File: src/rtl/pixel_write_buffer.sv
// Pixel write buffer: queues range-checked pixel writes in a small FIFO and
// streams them to a stallable framebuffer port, with a full-screen fill mode.
module pixel_write_buffer #(
    parameter int DEPTH    = 4,
    parameter int SCREEN_W = 160,
    parameter int SCREEN_H = 120
) (
    input  logic        clk,
    input  logic        reset,
    input  logic        plot,
    input  logic [7:0]  x,
    input  logic [6:0]  y,
    input  logic [2:0]  color,
    output logic        ready,
    input  logic        fillReq,
    input  logic [2:0]  fillColor,
    input  logic        memBusy,
    output logic [14:0] memAddr,
    output logic [2:0]  memData,
    output logic        memWren,
    output logic        fillDone,
    output logic [7:0]  dropCount
);
    localparam int PW        = $clog2(DEPTH);
    localparam int CW        = PW + 1;
    localparam int LAST_ADDR = SCREEN_W * SCREEN_H - 1;

    typedef enum logic {IDLE, FILL} state_t;

    state_t        state_q, state_d;
    logic [17:0]   fifo_mem [DEPTH];
    logic [PW-1:0] wr_ptr_q, rd_ptr_q;
    logic [CW-1:0] count_q, count_d;
    logic          mem_wren_q, mem_wren_d;
    logic [14:0]   mem_addr_q, mem_addr_d;
    logic [2:0]    mem_data_q, mem_data_d;
    logic          fill_done_q, fill_done_d;
    logic          fill_pending_q, fill_pending_d;
    logic [2:0]    fill_color_q, fill_color_d;
    logic [7:0]    drop_count_q;

    logic          fifo_full, fifo_empty, accept, in_range, push, drop;
    logic          out_free, pop, fill_start;
    logic [14:0]   pix_addr;
    logic [17:0]   fifo_head;

    assign fifo_full  = (count_q == CW'(DEPTH));
    assign fifo_empty = (count_q == '0);
    assign ready      = !fifo_full && (state_q == IDLE) && !fill_pending_q && !reset;
    assign accept     = plot && ready;
    assign in_range   = (x < 8'(SCREEN_W)) && (y < 7'(SCREEN_H));
    assign push       = accept && in_range;
    assign drop       = accept && !in_range;

    // y*160 + x without a multiplier
    assign pix_addr   = ({8'd0, y} << 7) + ({8'd0, y} << 5) + {7'd0, x};
    assign fifo_head  = fifo_mem[rd_ptr_q];

    // The output register may take new data when it is empty or its write completes
    assign out_free   = !mem_wren_q || !memBusy;
    assign pop        = (state_q == IDLE) && out_free && !fifo_empty;
    assign fill_start = (state_q == IDLE) && fill_pending_q && fifo_empty && out_free;

    always_comb begin
        state_d        = state_q;
        mem_wren_d     = mem_wren_q;
        mem_addr_d     = mem_addr_q;
        mem_data_d     = mem_data_q;
        fill_done_d    = 1'b0;
        fill_pending_d = fill_pending_q;
        fill_color_d   = fill_color_q;
        case (state_q)
            IDLE: begin
                if (fillReq && !fill_pending_q) begin
                    fill_pending_d = 1'b1;
                    fill_color_d   = fillColor;
                end
                if (pop) begin
                    mem_wren_d = 1'b1;
                    mem_addr_d = fifo_head[17:3];
                    mem_data_d = fifo_head[2:0];
                end else if (fill_start) begin
                    state_d    = FILL;
                    mem_wren_d = 1'b1;
                    mem_addr_d = '0;
                    mem_data_d = fill_color_q;
                end else if (out_free) begin
                    mem_wren_d = 1'b0;
                end
            end
            FILL: begin
                if (!memBusy) begin
                    if (mem_addr_q == 15'(LAST_ADDR)) begin
                        state_d        = IDLE;
                        mem_wren_d     = 1'b0;
                        fill_done_d    = 1'b1;
                        fill_pending_d = 1'b0;
                    end else begin
                        mem_addr_d = mem_addr_q + 15'd1;
                    end
                end
            end
            default: state_d = IDLE;
        endcase
    end

    always_comb begin
        count_d = count_q;
        case ({push, pop})
            2'b10:   count_d = count_q + CW'(1);
            2'b01:   count_d = count_q - CW'(1);
            default: count_d = count_q;
        endcase
    end

    // Storage is left unreset; validity is tracked by the pointers and count
    always_ff @(posedge clk) begin
        if (push) begin
            fifo_mem[wr_ptr_q] <= {pix_addr, color};
        end
    end

    always_ff @(posedge clk) begin
        if (reset) begin
            state_q        <= IDLE;
            wr_ptr_q       <= '0;
            rd_ptr_q       <= '0;
            count_q        <= '0;
            mem_wren_q     <= 1'b0;
            mem_addr_q     <= '0;
            mem_data_q     <= '0;
            fill_done_q    <= 1'b0;
            fill_pending_q <= 1'b0;
            fill_color_q   <= '0;
            drop_count_q   <= '0;
        end else begin
            state_q        <= state_d;
            count_q        <= count_d;
            mem_wren_q     <= mem_wren_d;
            mem_addr_q     <= mem_addr_d;
            mem_data_q     <= mem_data_d;
            fill_done_q    <= fill_done_d;
            fill_pending_q <= fill_pending_d;
            fill_color_q   <= fill_color_d;
            if (push) begin
                wr_ptr_q <= wr_ptr_q + 1'b1;
            end
            if (pop) begin
                rd_ptr_q <= rd_ptr_q + 1'b1;
            end
            if (drop && (drop_count_q != 8'hFF)) begin
                drop_count_q <= drop_count_q + 8'd1;
            end
        end
    end

    assign memWren   = mem_wren_q;
    assign memAddr   = mem_addr_q;
    assign memData   = mem_data_q;
    assign fillDone  = fill_done_q;
    assign dropCount = drop_count_q;

endmodule

File: config.mk
export PLATFORM = sky130hd
export DESIGN_NAME = pixel_write_buffer
export DESIGN_NICKNAME = d
export VERILOG_FILES = /design/src/rtl/pixel_write_buffer.sv
export SDC_FILE = /design/constraint.sdc
export NUM_CORES = 1
export LEC_CHECK = 0
export BUFFER_PORTS_ARGS = -buffer_cell sky130_fd_sc_hd__buf_2
export CELL_PAD_IN_SITES_DETAIL_PLACEMENT = 1
export CELL_PAD_IN_SITES_GLOBAL_PLACEMENT = 1
export CORE_ASPECT_RATIO = 1.75
export CORE_MARGIN = 2
export CORE_UTILIZATION = 45
export CTS_BUF_LIST = sky130_fd_sc_hd__clkbuf_4 sky130_fd_sc_hd__clkbuf_8
export CTS_CLUSTER_DIAMETER = 30
export DETAILED_ROUTE_END_ITERATION = 6
export PLACE_DENSITY_LB_ADDON = 0.1
export SLEW_MARGIN = 20
export SYNTH_ARGS = -nofsm -noshare
export SYNTH_HDL_FRONTEND = slang
export SYNTH_SLANG_ARGS = --single-unit
File: constraint.sdc
create_clock -name clk -period 2.3 [get_ports clk]
set_input_delay 0 -clock clk [delete_from_list [all_inputs] [get_ports clk]]
set_output_delay 0 -clock clk [all_outputs]
set_load 0.01 [all_outputs]
==> results.txt, run 1 <==
----------------------------------------------------
[Synth]
  Top-area cell type share of the netlist area ... 0.406
  Number of distinct library cell variants in the gate-level netlist after synthesis ... 54
  Async set-reset flop share out of synthesis ... 0
  Prevailing post-synth register cell ... sky130_fd_sc_hd__edfxtp_1
  Number of synthesized flops with an enable pin ... between 70 and 80
  Synthesized flop and latch total ... 114
  Syn_area_per_cell ... 12.9 µm²
  Largest cells by area after synthesis ... sky130_fd_sc_hd__edfxtp_1 (41%), sky130_fd_sc_hd__dfxtp_1 (16%), sky130_fd_sc_hd__mux4_2 (7.6%)
  Post-Syn Nets ... 462
  Most numerous cell types in the synthesized netlist ... sky130_fd_sc_hd__edfxtp_1 (72), sky130_fd_sc_hd__dfxtp_1 (42), sky130_fd_sc_hd__nor2_1 (36), sky130_fd_sc_hd__nand2_1 (23), sky130_fd_sc_hd__ha_1 (20)
  Part of the Yosys area used for sequential elements ... 0.564
  Area of the mapped netlist ... 5330 µm²
  Most frequently used cell type in the post-synthesis netlist ... sky130_fd_sc_hd__edfxtp_1
  Area leader, netlist ... sky130_fd_sc_hd__edfxtp_1
  Synthesized netlist cell count ... 413
  Synth warn ... 0

[Pwr]
  Cell Pwr Density ... 990 nW/µm²
  Overall power consumption ... 6.33 mW
  Leakage power figure ... 2.33 nW
  Peak ir drop on the vdd network ... 0.000449 V

[Final layout]
  Fillers ... 1,207
  Final standard cell area without fillers ... about 6400 µm²
  Antenna diodes ... 0
  Synth-to-layout area growth ... 19.9%
  Number of cells in the finished layout apart from fillers ... ~650
  Ratio of cells with drive above 1 in the final layout ... 0.283
  Area of the multi-input gates ... 2180 µm²
  Area taken by flip-flops and latches ... 3000 µm²
  Number of nets in the final layout ... 555

[Worst setup path]
  Startpoint of the worst-slack reg-to-reg timing path ... count_q[0]$_SDFFE_PP0P_
  Worst reg2reg setup slack ... 70 ps
  CP arrival ... 2580 ps
  Kind of critical path ... reg2reg
  Critical path capture point type ... flop
  Largest fanout of any net on the critical path ... 2
  FF-to-FF End ... count_q[2]$_SDFFE_PP0P_
  Reg2reg path depth ... 10
  Data required time at the worst endpoint ... 2650 ps
  Kind of start point of the critical path ... flop

[Clock tree]
  Root buffer cell ... sky130_fd_sc_hd__clkbuf_8
  Number of buffers on the longest clock path ... 2
  Setup Buffers After CTS ... 0
  Clock tree from TritonCTS ... done
  Inserted Clock Buffers ... 17
  Num Clock Sinks ... 114
  Clock transition at the registers of the reported paths ... 80 ps
  Clock latency on the worst-skew pair ... 430 ps
  Deepest level of the CTS H-tree ... 4

[Timing]
  Fin Setup TNS ... 0 ps
  Final hold violation count ... 0
  Min Clock Period, post-route ... around 2200 ps
  Setup-failing EPs final ... 0
  Fin Clk Skew ... 18.8 ps
  Worst rel slew slack ... 0.676
  Slew @ Worst Pin ... 487 ps
  Final count of pins violating max slew ... 0
  Part of the cycle the worst path needs ... 0.970
  Max Fclk ... 448 MHz

[Routing]
  Top routing layer in use ... met4
  DR WL/cell ... between 15 and 20 µm
  Antenna viol nets, final ... 0
  DRC viols ... 0
  Number of DRC markers in iteration 0 ... 151
  Length of routed wiring on met1 ... 4860 µm
  Met2 wirelength from detailed routing ... 6540 µm
  Detailed Route WL ... between 10,000 and 15,000 µm
  Met3 layer wire length in the routed design ... 315 µm
  Detailed-route via count ... 3,647
  Length of the first detailed-routing pass in iterations ... 4
  Vias per cell ... 5.58

[Floorplanning]
  Die Footprint ... ~13,000 µm²
  Core Footprint ... 11,600 µm²
  Vertical die dimension ... 148 µm
  Starting density of the core ... 0.460
  # IOs ... between 50 and 60
  Standard-cell rows ... 52
  DIE WIDTH ... 86.3 µm

[Placement]
  Standard cell area after detailed placement ... approximately 5900 µm²
  GP Congestion ... 0.754
  Dpl cells ... 607
  Dpl hpwl ... 8350 µm
  Number of buffer cells added on primary ports ... 54

[Worst hold path]
  Worst hold path depth ... 3
  Worst min-delay path category ... in2reg
  Source of the worst hold timing path ... y[0]
  Hold Path End ... fifo_mem[2][8]$_DFFE_PP_

[Global routing]
  All-Layer GR Usage ... 0.204
  Antenna violations before repair ... 0
  Total congestion overflow ... 0
  Via count of the first global-routing pass ... 3,946
  Wire length of the first global-routing pass ... 19,800 µm
  Maximum number of pins on one net before global-route repair ... 43

[Status]
  Status ... finished, final reports clean

[Flow run]
  Total of max-cap violations ... 0

----------------------------------------------------
[logic make-up (layout without fill, tap and decap cells)]
kind of cell | Yosys count | count (layout) | share of synthesized area
adder cells (fa/ha/maj) | 23 | 23 | 0.0582
AND/OR/NAND/NOR | 130 | 130 | 0.139
AO/OA/AOI/OAI | 72 | 72 | 0.0944
multiplexers | 21 | 21 | 0.0817
flip-flops | 114 | 114 | 0.564
XOR/XNOR | 20 | 20 | 0.0329
buffers and inverters | 33 | 139 | 0.0301
[registers in the layout, summed over array words and instances (netlist names), 2 cells and up, named ones only]
register,cells
memData,3
fifo_mem,72
fill_color_q,3
dropCount,8
memAddr,15
count_q,3
rd_ptr_q,2
wr_ptr_q,2
[critical path: stages (launching register included)]
cell,delay [ps]
sky130_fd_sc_hd__dfxtp_1,320
sky130_fd_sc_hd__or3b_4,400
sky130_fd_sc_hd__nand3_2,100
sky130_fd_sc_hd__nor3_4,50
sky130_fd_sc_hd__inv_1,70
sky130_fd_sc_hd__ha_2,200
sky130_fd_sc_hd__inv_1,60
sky130_fd_sc_hd__fa_2,330
sky130_fd_sc_hd__xor2_1,160
sky130_fd_sc_hd__or3_1,330
sky130_fd_sc_hd__a21oi_1,140
[worst max-delay path by stage]
stage	from	end	slack, ps	depth (start not counted)
3_3_place_gp	y[0]	fifo_mem[0][16]$_DFFE_PP_	10	10
3_5_place_dp	count_q[0]$_SDFFE_PP0P_	count_q[2]$_SDFFE_PP0P_	-5	10
2_1_floorplan	count_q[2]$_SDFFE_PP0P_	count_q[2]$_SDFFE_PP0P_	40	10
5_1_grt	count_q[0]$_SDFFE_PP0P_	count_q[2]$_SDFFE_PP0P_	-9	10
6_report	count_q[0]$_SDFFE_PP0P_	count_q[2]$_SDFFE_PP0P_	70	10
4_1_cts	count_q[0]$_SDFFE_PP0P_	count_q[2]$_SDFFE_PP0P_	20	10
[layout by cell type, fill, tap and decap left out, types with 8 or more instances in the layout]
cell type,n
sky130_fd_sc_hd__xnor2_1,15
sky130_fd_sc_hd__o21ai_0,11
sky130_fd_sc_hd__buf_4,20
sky130_fd_sc_hd__edfxtp_1,72
sky130_fd_sc_hd__buf_2,54
sky130_fd_sc_hd__a221oi_1,8
sky130_fd_sc_hd__dfxtp_1,41
sky130_fd_sc_hd__mux4_2,18
sky130_fd_sc_hd__a21oi_1,18
sky130_fd_sc_hd__nor2_1,36
sky130_fd_sc_hd__nand2_1,23
sky130_fd_sc_hd__dlygate4sd3_1,15
sky130_fd_sc_hd__nand3_1,10
sky130_fd_sc_hd__inv_1,16
sky130_fd_sc_hd__ha_1,19
sky130_fd_sc_hd__clkbuf_8,17
[power breakdown]
part           internal, mW  switching (mW)
registers              2.39           0.155
logic                 0.897            1.18
clock network         0.792           0.909
[metrics by stage]
stage          hold WS (ps)   util  setup WS [ps]
6_report               52.9  0.552           69.0
3_3_place_gp            210  0.506           11.1
2_1_floorplan          98.9      -           36.4
4_1_cts                27.3  0.551           18.1
5_1_grt                59.4  0.552          -8.92
3_5_place_dp            220  0.506          -4.69
[metal layers]
layer	global-route usage	vias to the layer above
met4	0.0734	0
met5	0	-
li1	-	1745
met3	0.0408	12
met2	0.370	58
met1	0.235	1832
[area by class of cell]
type                            instances  share of cell area
Sequential cell                       114               0.470
Multi-Input combinational cell        266               0.342
Timing Repair Buffer                   91              0.0956
Clock buffer                           18              0.0378
Tap cell                              135              0.0264
Clock inverter                         14              0.0190
Inverter                               16             0.00940
[timing repair]
action | in CTS | in global routing
hold buffers | 15 | 0
hold endpoints to repair | 46 | 0
setup endpoints to repair | 1 | 1
resized for setup | 1 | 4
No activity file was read; power rests on OpenSTA's default activity.
==> run 2: changes to the inputs <==
- ABC_AREA: not set -> 1
- CORE_UTILIZATION: 45 -> 42
- SKIP_LAST_GASP: not set -> 1
==> run 2 against run 1 <==
Effect of this change: clock skew is 1.1 ps lower; clock power is 12% higher; design area is 5.9% higher; critical path type unchanged; first-iteration DRC count is 15% higher; cell count is 43% higher; sequential power is 3% higher; die area is 13% higher.
==> results.txt, run 2 <==
----------------------------------------------------
[Status]
  Status ... finished, final reports clean

[Synth]
  Area of the mapped netlist ... 5630 µm²
  Number of distinct library cell variants in the gate-level netlist after synthesis ... 29
  Async set-reset flop share out of synthesis ... 0
  Number of synthesized flops with an enable pin ... between 70 and 80
  Synthesized netlist cell count ... 657
  Prevailing post-synth register cell ... sky130_fd_sc_hd__edfxtp_1
  Syn_area_per_cell ... roughly 8.6 µm²
  Post-Syn Nets ... a little over 700
  Part of the Yosys area used for sequential elements ... 0.534
  Top-area cell type share of the netlist area ... 0.384
  Synth warn ... 0
  Most numerous cell types in the synthesized netlist ... sky130_fd_sc_hd__nand2_1 (143), sky130_fd_sc_hd__nor2_1 (105), sky130_fd_sc_hd__inv_1 (74), sky130_fd_sc_hd__edfxtp_1 (72), sky130_fd_sc_hd__o21ai_0 (57)
  Most frequently used cell type in the post-synthesis netlist ... sky130_fd_sc_hd__nand2_1
  Area leader, netlist ... sky130_fd_sc_hd__edfxtp_1
  Largest cells by area after synthesis ... sky130_fd_sc_hd__edfxtp_1 (38%), sky130_fd_sc_hd__dfxtp_1 (15%), sky130_fd_sc_hd__nand2_1 (9.5%)
  Synthesized flop and latch total ... 114

[Global routing]
  Wire length of the first global-routing pass ... 23,700 µm
  Antenna violations before repair ... 0
  All-Layer GR Usage ... 0.210
  Maximum number of pins on one net before global-route repair ... 42
  Via count of the first global-routing pass ... between 4k and 5k
  Total congestion overflow ... 0

[Final layout]
  Ratio of cells with drive above 1 in the final layout ... 0.157
  Largest register FFs ... 72
  Final standard cell area without fillers ... 6770 µm²
  Number of nets in the final layout ... 794
  Commonest cells after routing, fill and taps aside ... sky130_fd_sc_hd__nand2_1 (143), sky130_fd_sc_hd__nor2_1 (105), sky130_fd_sc_hd__inv_1 (74)
  Synth-to-layout area growth ... 20.3%
  Most common library cell in the layout ignoring fill and taps ... sky130_fd_sc_hd__nand2_1
  Antenna diodes ... 0
  Top register by number of flip-flops ... fifo_mem

[Routing]
  Detailed-route via count ... roughly 4.8k
  Antenna viol nets, final ... 0
  DR WL/cell ... 15.6 µm
  Length of the first detailed-routing pass in iterations ... 5
  Detailed Route WL ... 14,600 µm
  DRC viols ... 0
  Vias per cell ... 5.13
  Number of DRC markers in iteration 0 ... 174

[Floorplanning]
  # IOs ... 55
  Standard-cell rows ... 56
  Core Footprint ... 13,200 µm²
  Vertical die dimension ... 157 µm
  Starting density of the core ... 0.425
  Die Footprint ... roughly 14,000 µm²
  DIE WIDTH ... roughly 91 µm

[Clock tree]
  Inserted Clock Buffers ... 17
  Clock latency on the worst-skew pair ... 420 ps
  Num Clock Sinks ... 114
  Number of buffers on the longest clock path ... 2
  Clock transition at the registers of the reported paths ... 80 ps
  Setup Buffers After CTS ... 0
  Clock tree from TritonCTS ... done
  Deepest level of the CTS H-tree ... 4
  Root buffer cell ... sky130_fd_sc_hd__clkbuf_8

[Timing]
  Final count of pins violating max slew ... 0
  Worst rel slew slack ... 0.614
  Setup-failing EPs final ... 0
  Part of the cycle the worst path needs ... 0.916
  Final hold violation count ... 0
  Unrepaired setup endpoints after global routing ... no
  Max Fclk ... ~470 MHz
  Fin Clk Skew ... 17.7 ps
  Slew @ Worst Pin ... ~580 ps
  Min Clock Period, post-route ... 2110 ps
  Fin Setup TNS ... 0 ps
  Post-route worst hold slack ... between 40 and 50 ps
  Setup ws final ... roughly 190 ps

[Placement]
  Number of buffer cells added on primary ports ... 54
  Standard cell area after detailed placement ... 6170 µm²
  GP Congestion ... 0.790
  Worst setup slack before clock tree synthesis ... 210 ps
  Dpl hpwl ... roughly 11,000 µm

[Worst setup path]
  CP arrival ... 2480 ps
  Kind of critical path ... reg2reg
  Kind of start point of the critical path ... flop
  Critical path capture point type ... flop
  Data required time at the worst endpoint ... 2670 ps
  Largest fanout of any net on the critical path ... 6

[Pwr]
  Cell Pwr Density ... 1070 nW/µm²
  Leakage power figure ... between 2 and 3 nW
  Peak ir drop on the vdd network ... between 0.0005 and 0.0006 V

[Flow run]
  Total of max-cap violations ... 0

[Worst hold path]
  Worst min-delay path category ... in2reg

----------------------------------------------------
## run 2: cell types whose count changed in the layout (fill, tap and decap cells not counted), sizes merged, moves of 8 or more
| cell | before | now |
|---|---|---|
| inv | 24 | 75 |
| nor2 | 38 | 110 |
| a221oi | 8 | 0 |
| o21ai | 17 | 58 |
| a21oi | 20 | 29 |
| nor3 | 14 | 2 |
| mux4 | 18 | 0 |
| xnor2 | 15 | 3 |
| nand2 | 23 | 147 |
| nand3 | 11 | 46 |
## run 2: worst paths after layout
path,depth (start not counted),slack [ps],endpoint,start
worst min-delay path,2,50,fifo_mem[0][16]$_DFFE_PP_,y[6]
worst max register to register,8,190,fillDone$_SDFF_PP0_,memAddr[1]$_SDFFE_PP0P_
worst min register to register,2,480,rd_ptr_q[1]$_SDFFE_PP0P_,rd_ptr_q[1]$_SDFFE_PP0P_
worst max-delay path,8,190,fillDone$_SDFF_PP0_,memAddr[1]$_SDFFE_PP0P_
## run 2: layer usage
layer	part of all wire	vias to the layer above	track usage
li1	-	2345	-
met1	0.37	2318	0.212
met2	0.58	90	0.415
met3	0.028	29	0.0335
met4	0.025	0	0.0916
met5	0	-	0
## run 2: cell type report
class,instances,area (µm²)
Clock buffer,21,264
Clock inverter,11,138
Fill cell,1602,6480
Inverter,74,278
Multi-Input combinational cell,447,2230
Sequential cell,114,3000
Tap cell,174,218
Timing Repair Buffer,91,633
## run 2: kinds of logic (layout without fill, tap and decap cells)
logic type / after synthesis / in the layout / synth area share
AO/OA/AOI/OAI: 97 / 97 / 0.0894
flip-flops: 114 / 114 / 0.534
XOR/XNOR: 9 / 9 / 0.0140
AND/OR/NAND/NOR: 318 / 318 / 0.237
adder cells (fa/ha/maj): 23 / 23 / 0.0551
buffers and inverters: 96 / 197 / 0.0703
## run 2: timing repair
item | CTS | global route
hold buffers | 19 | 0
setup endpoints to repair | 0 | 1
hold endpoints to repair | 52 | 0
gates resized for setup | 0 | 1
## run 2: through the flow
stage	instances	utilization	power (mW)
detailed placement	881	0.466	5.36
CTS	932	0.511	7.33
global route	932	0.511	7.80
finish	932	0.511	7.25
floorplan	657	-	4.60
global placement	881	0.466	5.21
## run 2: report_power, final
group | total (mW) | internal, mW | switching, mW
combinational | 2.72 | 0.916 | 1.80
clock | 1.91 | 1.11 | 0.796
sequential | 2.63 | 2.45 | 0.176
## run 2: critical path, stage by stage (launching register included)
cell and delay (ps):
sky130_fd_sc_hd__dfxtp_1 410, sky130_fd_sc_hd__ha_1 260, sky130_fd_sc_hd__nand2_1 110, sky130_fd_sc_hd__nor2_4 190, sky130_fd_sc_hd__nand2_2 90, sky130_fd_sc_hd__nor3_2 220
sky130_fd_sc_hd__nand3_1 140, sky130_fd_sc_hd__nor2_1 100, sky130_fd_sc_hd__dlygate4sd3_1 540
